$ cat config.mk
export PLATFORM = sky130hd
export DESIGN_NAME = reg_file_wb
export DESIGN_NICKNAME = d
export VERILOG_FILES = /design/src/rtl/reg_file_wb_pkg.sv /design/src/rtl/wb_bypass_mux.sv /design/src/rtl/reg_file_wb.sv
export SDC_FILE = /design/constraint.sdc
export NUM_CORES = 1
export LEC_CHECK = 0
export ABC_CLOCK_PERIOD_IN_PS = 3300
export CAP_MARGIN = 40
export CORE_ASPECT_RATIO = 0.5
export CORE_MARGIN = 5
export CORE_UTILIZATION = 61
export DETAILED_ROUTE_END_ITERATION = 7
export GPL_TIMING_DRIVEN = 1
export PLACE_DENSITY = 0.81
export SYNTH_ARGS = -nofsm -noshare
export SYNTH_HDL_FRONTEND = slang
export SYNTH_SLANG_ARGS = --single-unit
$ cat constraint.sdc
create_clock -name CLK -period 3.3 [get_ports CLK]
set_input_delay 0.825 -clock CLK [delete_from_list [all_inputs] [get_ports CLK]]
set_output_delay 0.825 -clock CLK [all_outputs]
set_load 0.1 [all_outputs]
$ cat src/rtl/reg_file_wb_pkg.sv
// Shared widths, index/data types and writeback-stage record for the register file.
package reg_file_wb_pkg;

  localparam int DATA_W   = 8;
  localparam int NUM_REGS = 16;
  localparam int ADDR_W   = 4;

  typedef logic [ADDR_W-1:0] reg_idx_t;
  typedef logic [DATA_W-1:0] word_t;

  typedef struct packed {
    logic     valid;
    reg_idx_t addr;
    word_t    data;
  } wb_entry_t;

  typedef struct packed {
    logic valid;
    logic data;
  } wbf_entry_t;

endpackage

$ cat src/rtl/wb_bypass_mux.sv
// Bypass select: a valid pending stage entry whose address matches wins over architectural state.
// Latency: combinational. Backpressure: none.
module wb_bypass_mux #(
  parameter int W  = 8,
  parameter int AW = 4
) (
  input  logic          stage_vld,
  input  logic [AW-1:0] stage_addr,
  input  logic [AW-1:0] rd_addr,
  input  logic [W-1:0]  stage_dat,
  input  logic [W-1:0]  arch_dat,
  output logic [W-1:0]  rd_dat
);

  logic hit;

  always_comb begin
    hit    = stage_vld && (stage_addr == rd_addr);
    rd_dat = hit ? stage_dat : arch_dat;
  end

endmodule

$ cat src/rtl/reg_file_wb.sv
// 16x8 register file plus flag, with a one-entry writeback stage that commits one edge after capture.
// Latency: reads combinational with bypass of the pending entry. Backpressure: none, one write per cycle.
module reg_file_wb
  import reg_file_wb_pkg::*;
(
  input  logic     CLK,
  input  logic     RESET_N,
  input  logic     WR_EN,
  input  reg_idx_t WR_ADDR,
  input  word_t    WR_DATA,
  input  logic     FLAG_WE,
  input  logic     FLAG_IN,
  input  reg_idx_t RD_A_ADDR,
  input  reg_idx_t RD_C_ADDR,
  output word_t    RD_A_DATA,
  output word_t    RD_C_DATA,
  output logic     FLAG_OUT,
  output logic     WB_BUSY
);

  word_t      regs [NUM_REGS];
  logic       flag_q;
  wb_entry_t  wb_q;
  wbf_entry_t wbf_q;

  // Commit of the old entry and capture of the new one share the same edge,
  // so back-to-back writes to one address leave the newer value in the stage.
  always_ff @(posedge CLK or negedge RESET_N) begin
    if (!RESET_N) begin
      for (int i = 0; i < NUM_REGS; i++) begin
        regs[i] <= '0;
      end
      flag_q <= 1'b0;
      wb_q   <= '0;
      wbf_q  <= '0;
    end else begin
      if (wb_q.valid) begin
        regs[wb_q.addr] <= wb_q.data;
      end
      if (wbf_q.valid) begin
        flag_q <= wbf_q.data;
      end
      wb_q.valid <= WR_EN;
      if (WR_EN) begin
        wb_q.addr <= WR_ADDR;
        wb_q.data <= WR_DATA;
      end
      wbf_q.valid <= FLAG_WE;
      if (FLAG_WE) begin
        wbf_q.data <= FLAG_IN;
      end
    end
  end

  wb_bypass_mux #(.W(DATA_W), .AW(ADDR_W)) u_mux_a (
    .stage_vld  (wb_q.valid),
    .stage_addr (wb_q.addr),
    .rd_addr    (RD_A_ADDR),
    .stage_dat  (wb_q.data),
    .arch_dat   (regs[RD_A_ADDR]),
    .rd_dat     (RD_A_DATA)
  );

  wb_bypass_mux #(.W(DATA_W), .AW(ADDR_W)) u_mux_c (
    .stage_vld  (wb_q.valid),
    .stage_addr (wb_q.addr),
    .rd_addr    (RD_C_ADDR),
    .stage_dat  (wb_q.data),
    .arch_dat   (regs[RD_C_ADDR]),
    .rd_dat     (RD_C_DATA)
  );

  // The flag has no address, so both compare inputs are tied equal.
  wb_bypass_mux #(.W(1), .AW(1)) u_mux_flag (
    .stage_vld  (wbf_q.valid),
    .stage_addr (1'b0),
    .rd_addr    (1'b0),
    .stage_dat  (wbf_q.data),
    .arch_dat   (flag_q),
    .rd_dat     (FLAG_OUT)
  );

  assign WB_BUSY = wb_q.valid || wbf_q.valid;

endmodule

# Word-level counts from Yosys, hierarchy flattened
# Cells that the tools add are included.
# W data, S select, Z words.
# totals
ramBits,0
input_bits,25
n_memories,0
latch_bits,0
romBits,0
regBits,144
# op_classes
div_mod_pow,0
shifts,0
n_reduce_logical,4
mux,12
magnitude_cmp,4
add_sub_neg,0
n_eq_ne,2
bitwise_logic,3
multipliers,0
# op_table
op,count
$bwmux W128,1
$bmux W8 S4,2
$mux W8,7
$demux W8 S4,1
$ge A5 B5 Y1 const B,3
$not A4 Y5,3
$eq A4 B4 Y1,2
$lt A5 B1 Y1 const B,1
$logic_and A1 B1 Y1,3
$logic_or A1 B1 Y1,1
$mux W1,1

# Depth between registers and ports, before layout
# logic_depth
depth_word,6
depth_mapped,6
depth_no_buf,4

# Hierarchy
# From an unflattened synthesis, not the netlist that was laid out.
# unflattened
hier_cells,499
area_unflattened_um2,7746.2
# by_module_without_submodules
module,cells_per_inst,n_inst,area_each_um2
reg_file_wb,468,1,7418.4
wb_bypass_mux at u_mux_a ...,14,2,150.1
wb_bypass_mux at u_mux_flag,3,1,27.5

# Worst setup path after synthesis
# OpenSTA, ideal clock, no wires.
# synth_path
kind,input to output
start,input RD_A_ADDR[0]
end,output RD_A_DATA[6]
stages,6
required_time_ps,2475
path_buffers,2
slack_ps,179
arrival_time_ps,2296
cell_sequence,buf_6 > buf_6 > mux4_1 > mux2i_1 > mux2i_1 > mux2_2
# synth_via
elab_chain_cells,5
# synth_rtl
item,line,rtl
from (decl),reg_file_wb.sv:13,"input reg_idx_t RD_A_ADDR,"
$not A4 Y5 (implied by the code),reg_file_wb.sv:60,".arch_dat (regs[RD_A_ADDR]),"
$bmux W8 S4,reg_file_wb.sv:60,
$mux W8 (implied by the code) (2 in a row),reg_file_wb.sv:60,
$mux W8 (*),wb_bypass_mux.sv:19,rd_dat = hit ? stage_dat : arch_dat;
to (decl),reg_file_wb.sv:15,"output word_t RD_A_DATA,"
# Mark *: on every way between the ends. The rest lies on a longest branch, timed or not. The select of a mux whose other input is x is not followed.

# Final worst setup path
# layout_path
start,input RD_C_ADDR[0]
end,output RD_C_DATA[3]
# layout_via
elab_chain_cells,5
# layout_rtl
item,line,rtl
from (decl),reg_file_wb.sv:14,"input reg_idx_t RD_C_ADDR,"
$not A4 Y5 (implied by the code),reg_file_wb.sv:69,".arch_dat (regs[RD_C_ADDR]),"
$bmux W8 S4,reg_file_wb.sv:69,
$mux W8 (implied by the code) (2 in a row),reg_file_wb.sv:69,
$mux W8 (*),wb_bypass_mux.sv:19,
to (decl),reg_file_wb.sv:16,"output word_t RD_C_DATA,"
# Marks and branches as above.

==> impl_metrics.env <==
export IMPL_status="finished with violations"
export IMPL_violations="setup timing"
export IMPL_dieArea_um2=15700
export IMPL_syn_nets=523
export IMPL_switching_power_w=0.00301
export IMPL_viasPerCell=6.89
export IMPL_grt_overflow_total=0
export IMPL_wl_per_cell_um=28.7
export IMPL_synth_top_family_by_area="multiplexers"
export IMPL_tritoncts="done"
export IMPL_cts_root_buf="clkbuf_16"
export IMPL_cp_depth=7
export IMPL_finalSetupViolCount=6
export IMPL_p_sw_share_pct=35.3
export IMPL_combPwrFrac_pct=41.2
export IMPL_clkPwrFrac_pct=23.0
export IMPL_clock_sinks=144
export IMPL_grt_first_pass_wirelength_mm=32.2
export IMPL_final_setup_worst_slack_ns=-0.0508
export IMPL_p_int_w=0.00553
export IMPL_postRouteAntennaNets=0
export IMPL_synth_warnings=0
export IMPL_ys_ff_latch=144
export IMPL_vias=5124
export IMPL_die_h_um=91.2
export IMPL_power_frac_seq_pct=35.8
export IMPL_fp_coreArea_um2=12800
export IMPL_h_tree_depth=4
export IMPL_p_leak_nw=4.19
export IMPL_cp_max_fo=6
export IMPL_cp_start_kind="primary input"
export IMPL_critPathKind="primary input to primary output"
export IMPL_min_period_ns=3.35
export IMPL_crit_path_start="RD_C_ADDR[0]"
export IMPL_r2r_cells=3
export IMPL_worst_r2r_setup_slack_ns=1.24
export IMPL_critPathSlowestCell="mux4_1"
export IMPL_cp_buffers_inverters=3
export IMPL_first_iter_violations=564
export IMPL_fp_row_count=29
export IMPL_final_cell_area_um2=9830
export IMPL_required_ns=2.47
export IMPL_syn2layout_area_growth_pct=22.3
export IMPL_crit_top_cell="buf_16"
export IMPL_dpl_instance_area_um2=8970
export IMPL_post_dp_hpwl_mm=12.5
export IMPL_synth_compound_area_share_pct=0
export IMPL_grt_max_degree=70
export IMPL_synth_cell_types=23
export IMPL_cp_end_kind="primary output"
export IMPL_grt_pass1_vias=5296
export IMPL_drc=0
export IMPL_nets=587
export IMPL_clock_fmax_mhz=298
export IMPL_cap_violations=0
export IMPL_muxShareOfSynthArea_pct=48.5
export IMPL_grt_use_total_pct=27.9
export IMPL_critPathMaxStageDelay_ns=0.56
export IMPL_ys_seq_area_share_pct=44.8
export IMPL_rsz0062_at_grt="true"
export IMPL_synth_area_um2=8040
export IMPL_tightest_slew_ns=0.733
export IMPL_crit_path_end="RD_C_DATA[3]"
export IMPL_arrival_ns=2.53
export IMPL_synthSimpleGateAreaFrac_pct=2.60
export IMPL_totalWireLength_mm=21.4
export IMPL_hold_ws_ns=0.398
export IMPL_hold_viol_final=0
export IMPL_critPathTopFamily="multiplexers"
export IMPL_slew_headroom_pct=51.2
export IMPL_layout_drive_gt1_share_pct=58.7
export IMPL_reg2reg_from="wb_q[11]"
export IMPL_ir_worst_vdd_mv=0.427
export IMPL_synth_xor_area_share_pct=0.871
export IMPL_path_cells="buf_16 > buf_16 > mux4_1 > mux2i_2 > mux2i_1 > mux2_4 > buf_12"
export IMPL_insertion_delay_ns=0.42
export IMPL_reg2reg_to="regs[89]"
export IMPL_period_share_pct=102
export IMPL_postCtsHoldBufs=0
export IMPL_boundaryPins=43
export IMPL_yosys_area_share_adder_pct=0
export IMPL_hold_path_class="primary input to asynchronous set/reset pin"
export IMPL_cts_path_max_buffers=2
export IMPL_path_clk_slew_ns=0.06
export IMPL_port_buffers=42
export IMPL_postSynthAreaPerCell_um2=16.1
export IMPL_initial_core_util_pct=63.0
export IMPL_antenna_found_initial=0
export IMPL_fp_dieW_um=172
export IMPL_synthCells=498
export IMPL_place_gp_congestion=0.816
export IMPL_power_density_nw_per_um2=868
export IMPL_drt_pass1_iter_count=5
export IMPL_cts_buffers=17
export IMPL_slew_viol_final=0
export IMPL_fill_cells=713
export IMPL_skew_ns=0.00810
export IMPL_diodes=0
[layout by cell type, fill, tap and decap left out, drive strengths merged]
| cell | Yosys | layout |
|---|---|---|
| nand3 | 1 | 1 |
| bufinv | 0 | 3 |
| nor2b | 1 | 1 |
| nor3b | 1 | 1 |
| nor4 | 2 | 2 |
| xnor2 | 2 | 2 |
| clkinv | 0 | 4 |
| mux2i | 48 | 48 |
| xor2 | 6 | 6 |
| nand2b | 2 | 2 |
| mux2 | 158 | 158 |
| clkbuf | 25 | 22 |
| nand3b | 4 | 4 |
| mux4 | 64 | 64 |
| nand2 | 4 | 4 |
| dlygate4sd2 | 0 | 3 |
| buf | 22 | 72 |
| dlymetal6s2s | 0 | 1 |
| or2 | 1 | 1 |
| dfrtp | 144 | 144 |
| or3 | 3 | 3 |
| clkinvlp | 0 | 3 |
| nor2 | 10 | 10 |
| clkdlybuf4s50 | 0 | 15 |
[Yosys cell counts (all sizes together)]
cell,instances,area [um2]
nand3,1,5.00
dfrtp,144,3600
mux2i,48,480
clkbuf,25,93.8
or3,3,18.8
nor3b,1,12.5
xor2,6,52.6
mux2,158,1780
nand2b,2,12.5
or2,1,6.26
xnor2,2,17.5
nand3b,4,30.0
nor4,2,42.5
mux4,64,1640
nor2,10,60.1
nand2,4,15.0
nor2b,1,6.26
buf,22,169
[flip-flops by register name, summed over array words and instances, names as in the netlist]
| name | flops |
|---|---|
| wb_q | 13 |
| regs | 128 |
| flag_q | 1 |
| wbf_q | 2 |
[area by class of cell]
type	instances	area, um2	share of cell area [%]
repair buffers	92	1220	12.5
well taps	170	213	2.16
multi-input cells	307	4200	42.7
clock buffers	21	460	4.68
clock inverters	10	136	1.39
flip-flops and latches	144	3600	36.6
[through the flow]
step	worst slack [ns]	setup TNS [ns]	utilization, %	power, W	instances
final	-0.0508	-0.140	77.0	0.00854	744
after CTS	-0.00608	-0.00608	76.4	0.00836	744
after global routing	-0.0801	-0.411	77.0	0.00884	744
after global placement	-0.269	-3.85	70.2	0.00608	704
after floorplan	0.179	0	-	0.00510	498
after detailed placement	-0.313	-4.20	70.3	0.00621	705
[routing by layer]
layer | track usage (%) | part of all wire [%] | vias up
met3 | 10.2 | 9.7 | 32
li1 | - | - | 2059
met5 | 0 | 0 | -
met1 | 40.0 | 42 | 2785
met4 | 7.00 | 1.2 | 0
met2 | 40.9 | 47 | 248
[power by group through the flow]
stage | combinational, W | clock [W] | sequential [W]
after floorplan | 0.00236 | 0 | 0.00274
after global placement | 0.00315 | 0 | 0.00293
after detailed placement | 0.00324 | 0 | 0.00298
after CTS | 0.00340 | 0.00197 | 0.00300
after global routing | 0.00367 | 0.00206 | 0.00312
final | 0.00352 | 0.00196 | 0.00306
[timing repair]
action	4_1_cts	5_1_grt
setup buffers	2	0
cloned	6	0
endpoints found under the setup margin	16	16
gates resized for setup	74	35
pin swaps	1	2
[logic make-up after synthesis]
group | after synthesis
mux | 270
flops | 144
buf+inv | 47
simple gates | 29
xor+xnor | 8
[how the worst min path moves through the flow]
stage | from | endpoint | slack (ns) | cells after the start
after floorplan | wbf_q[0] | wbf_q[0] | 0.47 | 1
after global placement | flag_q | flag_q | 0.48 | 1
after detailed placement | flag_q | flag_q | 0.50 | 1
after CTS | RESET_N | regs[22] | 0.42 | 1
after global routing | RESET_N | wbf_q[0] | 0.44 | 1
final | RESET_N | regs[22] | 0.40 | 1
Power figures use the tool's default switching activity.
